[src/rtl/mem_access_unit.sv]
// Load/store alignment unit: byte-lane placement, sign extension and two-beat
// splitting of accesses that straddle a memory word, behind a single-outstanding bus port.
module mem_access_unit #(
    parameter int WIDTH            = 32,
    parameter int AW               = 32,
    parameter bit ALLOW_MISALIGNED = 1'b1
) (
    input  logic             clk,
    input  logic             reset,
    input  logic             req_valid,
    output logic             req_ready,
    input  logic             req_write,
    input  logic [1:0]       req_size,
    input  logic             req_signed,
    input  logic [AW-1:0]    req_addr,
    input  logic [WIDTH-1:0] req_wdata,
    output logic             resp_valid,
    output logic [WIDTH-1:0] resp_rdata,
    output logic             resp_err,
    output logic             mem_valid,
    input  logic             mem_ready,
    output logic             mem_write,
    output logic [AW-1:0]    mem_addr,
    output logic [WIDTH/8-1:0] mem_be,
    output logic [WIDTH-1:0] mem_wdata,
    input  logic             mem_rvalid,
    input  logic [WIDTH-1:0] mem_rdata
);
    localparam int NB  = WIDTH / 8;
    localparam int OFS = $clog2(NB);

    typedef enum logic [2:0] {IDLE, BEAT0, WAIT0, BEAT1, WAIT1, RESP} state_t;
    state_t state_q, state_d;

    logic             write_q, signed_q, split_q, err_q;
    logic [1:0]       size_q;
    logic [AW-1:0]    addr_q;
    logic [WIDTH-1:0] wdata_q, beat0_q, beat1_q, rdata_q;
    logic             req_err, req_split;
    logic [AW-1:0]    base_addr;
    logic [2*NB-1:0]  be_full;
    logic [2*WIDTH-1:0] wd_full;
    logic [WIDTH-1:0] load_data;

    // Little-endian assembly of up to two beats, then zero/sign extension.
    function automatic logic [WIDTH-1:0] load_extend(input logic [WIDTH-1:0] b0,
                                                     input logic [WIDTH-1:0] b1,
                                                     input logic [OFS-1:0]   off,
                                                     input logic [1:0]       size,
                                                     input logic             sgn);
        logic [WIDTH-1:0] raw;
        logic [WIDTH-1:0] res;
        int nbits;
        raw   = (b0 >> (8 * int'(off))) | (b1 << (8 * (NB - int'(off))));
        nbits = 8 << size;
        if (nbits > WIDTH) nbits = WIDTH;
        for (int i = 0; i < WIDTH; i++)
            res[i] = (i < nbits) ? raw[i] : (sgn & raw[nbits-1]);
        return res;
    endfunction

    always_comb begin
        req_err   = (req_size > 2'(OFS)) ||
                    (!ALLOW_MISALIGNED &&
                     ((req_addr[OFS-1:0] & OFS'((1 << req_size) - 1)) != '0));
        req_split = (int'(req_addr[OFS-1:0]) + (1 << req_size)) > NB;
    end

    // Both beats' lanes come from one double-width shift: low half is beat 0, high half beat 1.
    always_comb begin
        base_addr = {addr_q[AW-1:OFS], {OFS{1'b0}}};
        be_full   = (2*NB)'((1 << (1 << size_q)) - 1) << addr_q[OFS-1:0];
        wd_full   = {{WIDTH{1'b0}}, wdata_q} << (8 * int'(addr_q[OFS-1:0]));
        load_data = (write_q || err_q) ? '0 :
                    load_extend(beat0_q, beat1_q, addr_q[OFS-1:0], size_q, signed_q);
    end

    always_ff @(posedge clk or posedge reset) begin
        if (reset) state_q <= IDLE;
        else       state_q <= state_d;
    end

    always_comb begin
        state_d = state_q;
        case (state_q)
            IDLE:  if (req_valid)  state_d = req_err ? RESP : BEAT0;
            BEAT0: if (mem_ready)  state_d = !write_q ? WAIT0 : (split_q ? BEAT1 : RESP);
            WAIT0: if (mem_rvalid) state_d = split_q ? BEAT1 : RESP;
            BEAT1: if (mem_ready)  state_d = write_q ? RESP : WAIT1;
            WAIT1: if (mem_rvalid) state_d = RESP;
            RESP:                  state_d = IDLE;
            default:               state_d = IDLE;
        endcase
    end

    always_comb begin
        req_ready  = (state_q == IDLE);
        resp_valid = (state_q == RESP);
        resp_err   = (state_q == RESP) && err_q;
        resp_rdata = (state_q == RESP) ? load_data : rdata_q;
        mem_valid  = 1'b0;
        mem_write  = 1'b0;
        mem_addr   = '0;
        mem_be     = '0;
        mem_wdata  = '0;
        if (state_q == BEAT0) begin
            mem_valid = 1'b1;
            mem_write = write_q;
            mem_addr  = base_addr;
            mem_be    = be_full[NB-1:0];
            mem_wdata = wd_full[WIDTH-1:0];
        end else if (state_q == BEAT1) begin
            mem_valid = 1'b1;
            mem_write = write_q;
            mem_addr  = base_addr + AW'(NB);
            mem_be    = be_full[2*NB-1:NB];
            mem_wdata = wd_full[2*WIDTH-1:WIDTH];
        end
    end

    // Request fields and captured beats only matter inside a transaction, so they carry no reset.
    always_ff @(posedge clk) begin
        if (state_q == IDLE && req_valid) begin
            write_q  <= req_write;
            size_q   <= req_size;
            signed_q <= req_signed;
            addr_q   <= req_addr;
            wdata_q  <= req_wdata;
            split_q  <= req_split;
            err_q    <= req_err;
            beat1_q  <= '0;
        end
        if (state_q == WAIT0 && mem_rvalid) beat0_q <= mem_rdata;
        if (state_q == WAIT1 && mem_rvalid) beat1_q <= mem_rdata;
    end

    always_ff @(posedge clk or posedge reset) begin
        if (reset)                rdata_q <= '0;
        else if (state_q == RESP) rdata_q <= load_data;
    end
endmodule

[config.mk]
export PLATFORM = sky130hd
export DESIGN_NAME = mem_access_unit
export DESIGN_NICKNAME = d
export VERILOG_FILES = /design/src/rtl/mem_access_unit.sv
export SDC_FILE = /design/constraint.sdc
export NUM_CORES = 1
export LEC_CHECK = 0
export ABC_AREA = 1
export BUFFER_PORTS_ARGS = -buffer_cell sky130_fd_sc_hd__buf_4
export CAP_MARGIN = 20
export CORE_MARGIN = 2
export CORE_UTILIZATION = 40
export DETAILED_ROUTE_END_ITERATION = 7
export PLACE_DENSITY_LB_ADDON = 0.08
export SLEW_MARGIN = 20
export SYNTH_ARGS = -nofsm -noshare
export SYNTH_HDL_FRONTEND = slang
export SYNTH_SLANG_ARGS = --single-unit
[constraint.sdc]
create_clock -name clk -period 10.65 [get_ports clk]
set_input_delay 2.13 -clock clk [delete_from_list [all_inputs] [get_ports clk]]
set_output_delay 2.13 -clock clk [all_outputs]
set_load 0.05 [all_outputs]
==> out/results.ini <==
[clock_network]
clk_path_buf_depth=2
cts_hold_buf=0
cts_buffers=17
cts_root_buf=clkbuf_16
htreeDepth=4
cts.sinks=169
tritoncts=done
clk_latency_ps=430
ctsResizeCount=0
path_clk_slew_ps=70
post_cts_buffers=0

[detailed_routing]
ant_nets=0
drc=0
drt-pass1-iter-count=8
drt-met1-wl_mm=12.3
routedWlPerCell_um=16.8
met2_length_mm=12.9
drt_wl_total_mm=27.9
first_iter_violations=659
top_layer_used=met4
wl_met3_mm=2.07
vias=8486
viasPerCell=5.13

[synth]
postSynthCellCount=1146
ys_seq_elements=169
synth-compound-area-share=0.131
synth_area_mm2=0.00937
synth-main-ff-cell=edfxtp_1
synth_seq_area_share=0.523
synthMuxAreaShare=0
synthArstFlopShare=0.207
yosysWarnings=0
synthAdderAreaFrac=0.00881
avgSynthCellArea_um2=8.18
synthSimpleGateAreaFrac=0.244
synth_top_family_by_area=simple AND/OR/NAND/NOR gates
synth_xor_area_frac=0.00467
synth_edf_count=134
yosysUniqueCellTypes=46

[finish]
synthToLayoutAreaGrowth_pct=24.8
n_antenna_cell=0
final_core_util=0.503
drive_gt1_frac=0.208
fin_nets=1434

[global_route]
track_usage=0.227
grt_pass1_wl_mm=42.8
grt_max_degree=109
antenna_found_initial=0
first_global_vias=7951
grt-ovfl-total=0

[worst_setup_path]
required_ps=8520
crit_path_end_kind=primary output
ff2ff_setup_slack_ps=7290
startpoint=addr_q[1]
cp-start-kind=flop
r2r-start=addr_q[1]
ff2ff_path_depth=13
path_max_fanout=81
r2r_end=rdata_q[13]
path_class=flop to primary output
crit_end=resp_rdata[13]
critPathArrivalTime_ps=3920

[run]
cap_viol_max_count=0

[floorplan]
die-area_mm2=0.0247
die_y_um=157
core_mm2=0.0233
row_count=56
pin_count=210
initial_core_util=0.403
dieWidth_um=157

[timing]
setup_viol=0
fin_crit_ps=6050
fmax_mhz=165
fin_ws_ps=4600
rsz0062_at_grt=no
maxSlewHeadroom=0.329
slew_violations=0
timing.setup.tns_ps=0
tightestPinTransition_ps=1010
hold_violations=0
min_period_over_period=0.568
skew_ps=11.0

[outcome]
run_status=complete, no violations

[pwr]
powerDensity_mw_per_mm2=264
vdd_drop_max_mv=0.138
p_leak_nw=5.36

[worst_hold_path]
min-delay-start=rdata_q[21]
min_path_type=flop to flop

[place]
io_buffers=207
place_ws_ps=5120
finalWeightedCongestion=0.887
hpwl_mm=19.8

-- Yosys cell counts (11+ instances only) --
master / n / area (um2)
buf_2: 19 / 95.1
o21ai_0: 119 / 596
nand3_1: 67 / 335
dfrtp_1: 35 / 876
nand2_1: 315 / 1180
clkbuf_1: 24 / 90.1
nand4_1: 11 / 68.8
a21oi_1: 42 / 210
nor2_1: 118 / 443
inv_1: 138 / 518
edfxtp_1: 134 / 4020
-- routing by layer --
layer	vias up	track usage
li1	4158	-
met1	3943	0.309
met2	342	0.358
met3	43	0.0540
met4	0	0.0779
met5	-	0
-- metrics by stage --
stage	hold slack, ps	power, mW	instances	area, um2
after global placement	464	2.49	1623	11100
after CTS	484	3.11	1655	11700
after floorplan	554	2.03	1147	9380
final	482	3.09	1655	11700
after detailed placement	464	2.50	1623	11100
after global routing	490	3.26	1655	11700
-- sequential cells by signal, summed over array words and instances, names as in the netlist, 2 cells and up --
register	cells
beat1_q	32
addr_q	32
beat0_q	32
rdata_q	32
wdata_q	32
size_q	2
state_q	3
-- worst max-delay path, cell delays in order (launching register included) --
cell and delay, ps:
edfxtp_1 330, buf_4 570, inv_2 490, ha_1 440, inv_1 60, nor2_2 450
nand2_1 110, nand3_1 100, nand2_1 70, nand3_2 110, nand3_2 110, nand2_2 180
nand2_1 90, nand2_1 80, buf_4 200
-- power by group --
group | internal (mW) | switching [mW]
Clock | 0.328 | 0.280
Sequential | 0.884 | 0.0733
Combinational | 0.395 | 1.13
Total | 1.61 | 1.48
-- cell families (layout without fill, tap and decap cells) --
logic type,count (synthesis),in the layout
flops,169,169
other cells,1,2
compound gates,215,215
buf+inv,204,393
simple gates,546,546
xor+xnor,5,5
fa+ha+maj,6,6
-- cell type report --
cell class | count | area, um2
Inverter | 145 | 544
Clock inverter | 15 | 140
Sequential cell | 169 | 4900
Tap cell | 319 | 399
Clock buffer | 17 | 425
Fill cell | 2319 | 11600
Timing Repair Buffer | 216 | 1620
Multi-Input combinational cell | 774 | 3670
-- layout by cell type (no fill, tap or decap), drive strengths merged, types with 7 or more instances in the layout --
master | netlist | routed
o311ai | 7 | 7
buf | 35 | 216
nand4 | 11 | 11
clkbuf | 24 | 17
nor2 | 124 | 124
nand2 | 320 | 320
nor3 | 14 | 14
a22o | 9 | 9
dfrtp | 35 | 35
a22oi | 7 | 7
o211ai | 10 | 10
a21oi | 42 | 42
inv | 142 | 149
edfxtp | 134 | 134
nand3 | 70 | 70
clkinv | 3 | 10
o21ai | 121 | 121
-- how the worst min path moves through the flow --
stage                     depth (start not counted)  slack (ps)           to
final                                             2         480  rdata_q[21]
after global placement                            2         460  rdata_q[18]
after detailed placement                          2         460  rdata_q[27]
after CTS                                         2         480  rdata_q[22]
after floorplan                                   2         550   state_q[0]
after global routing                              2         490  rdata_q[23]
Note: power is estimated with default switching activity, not from simulation.
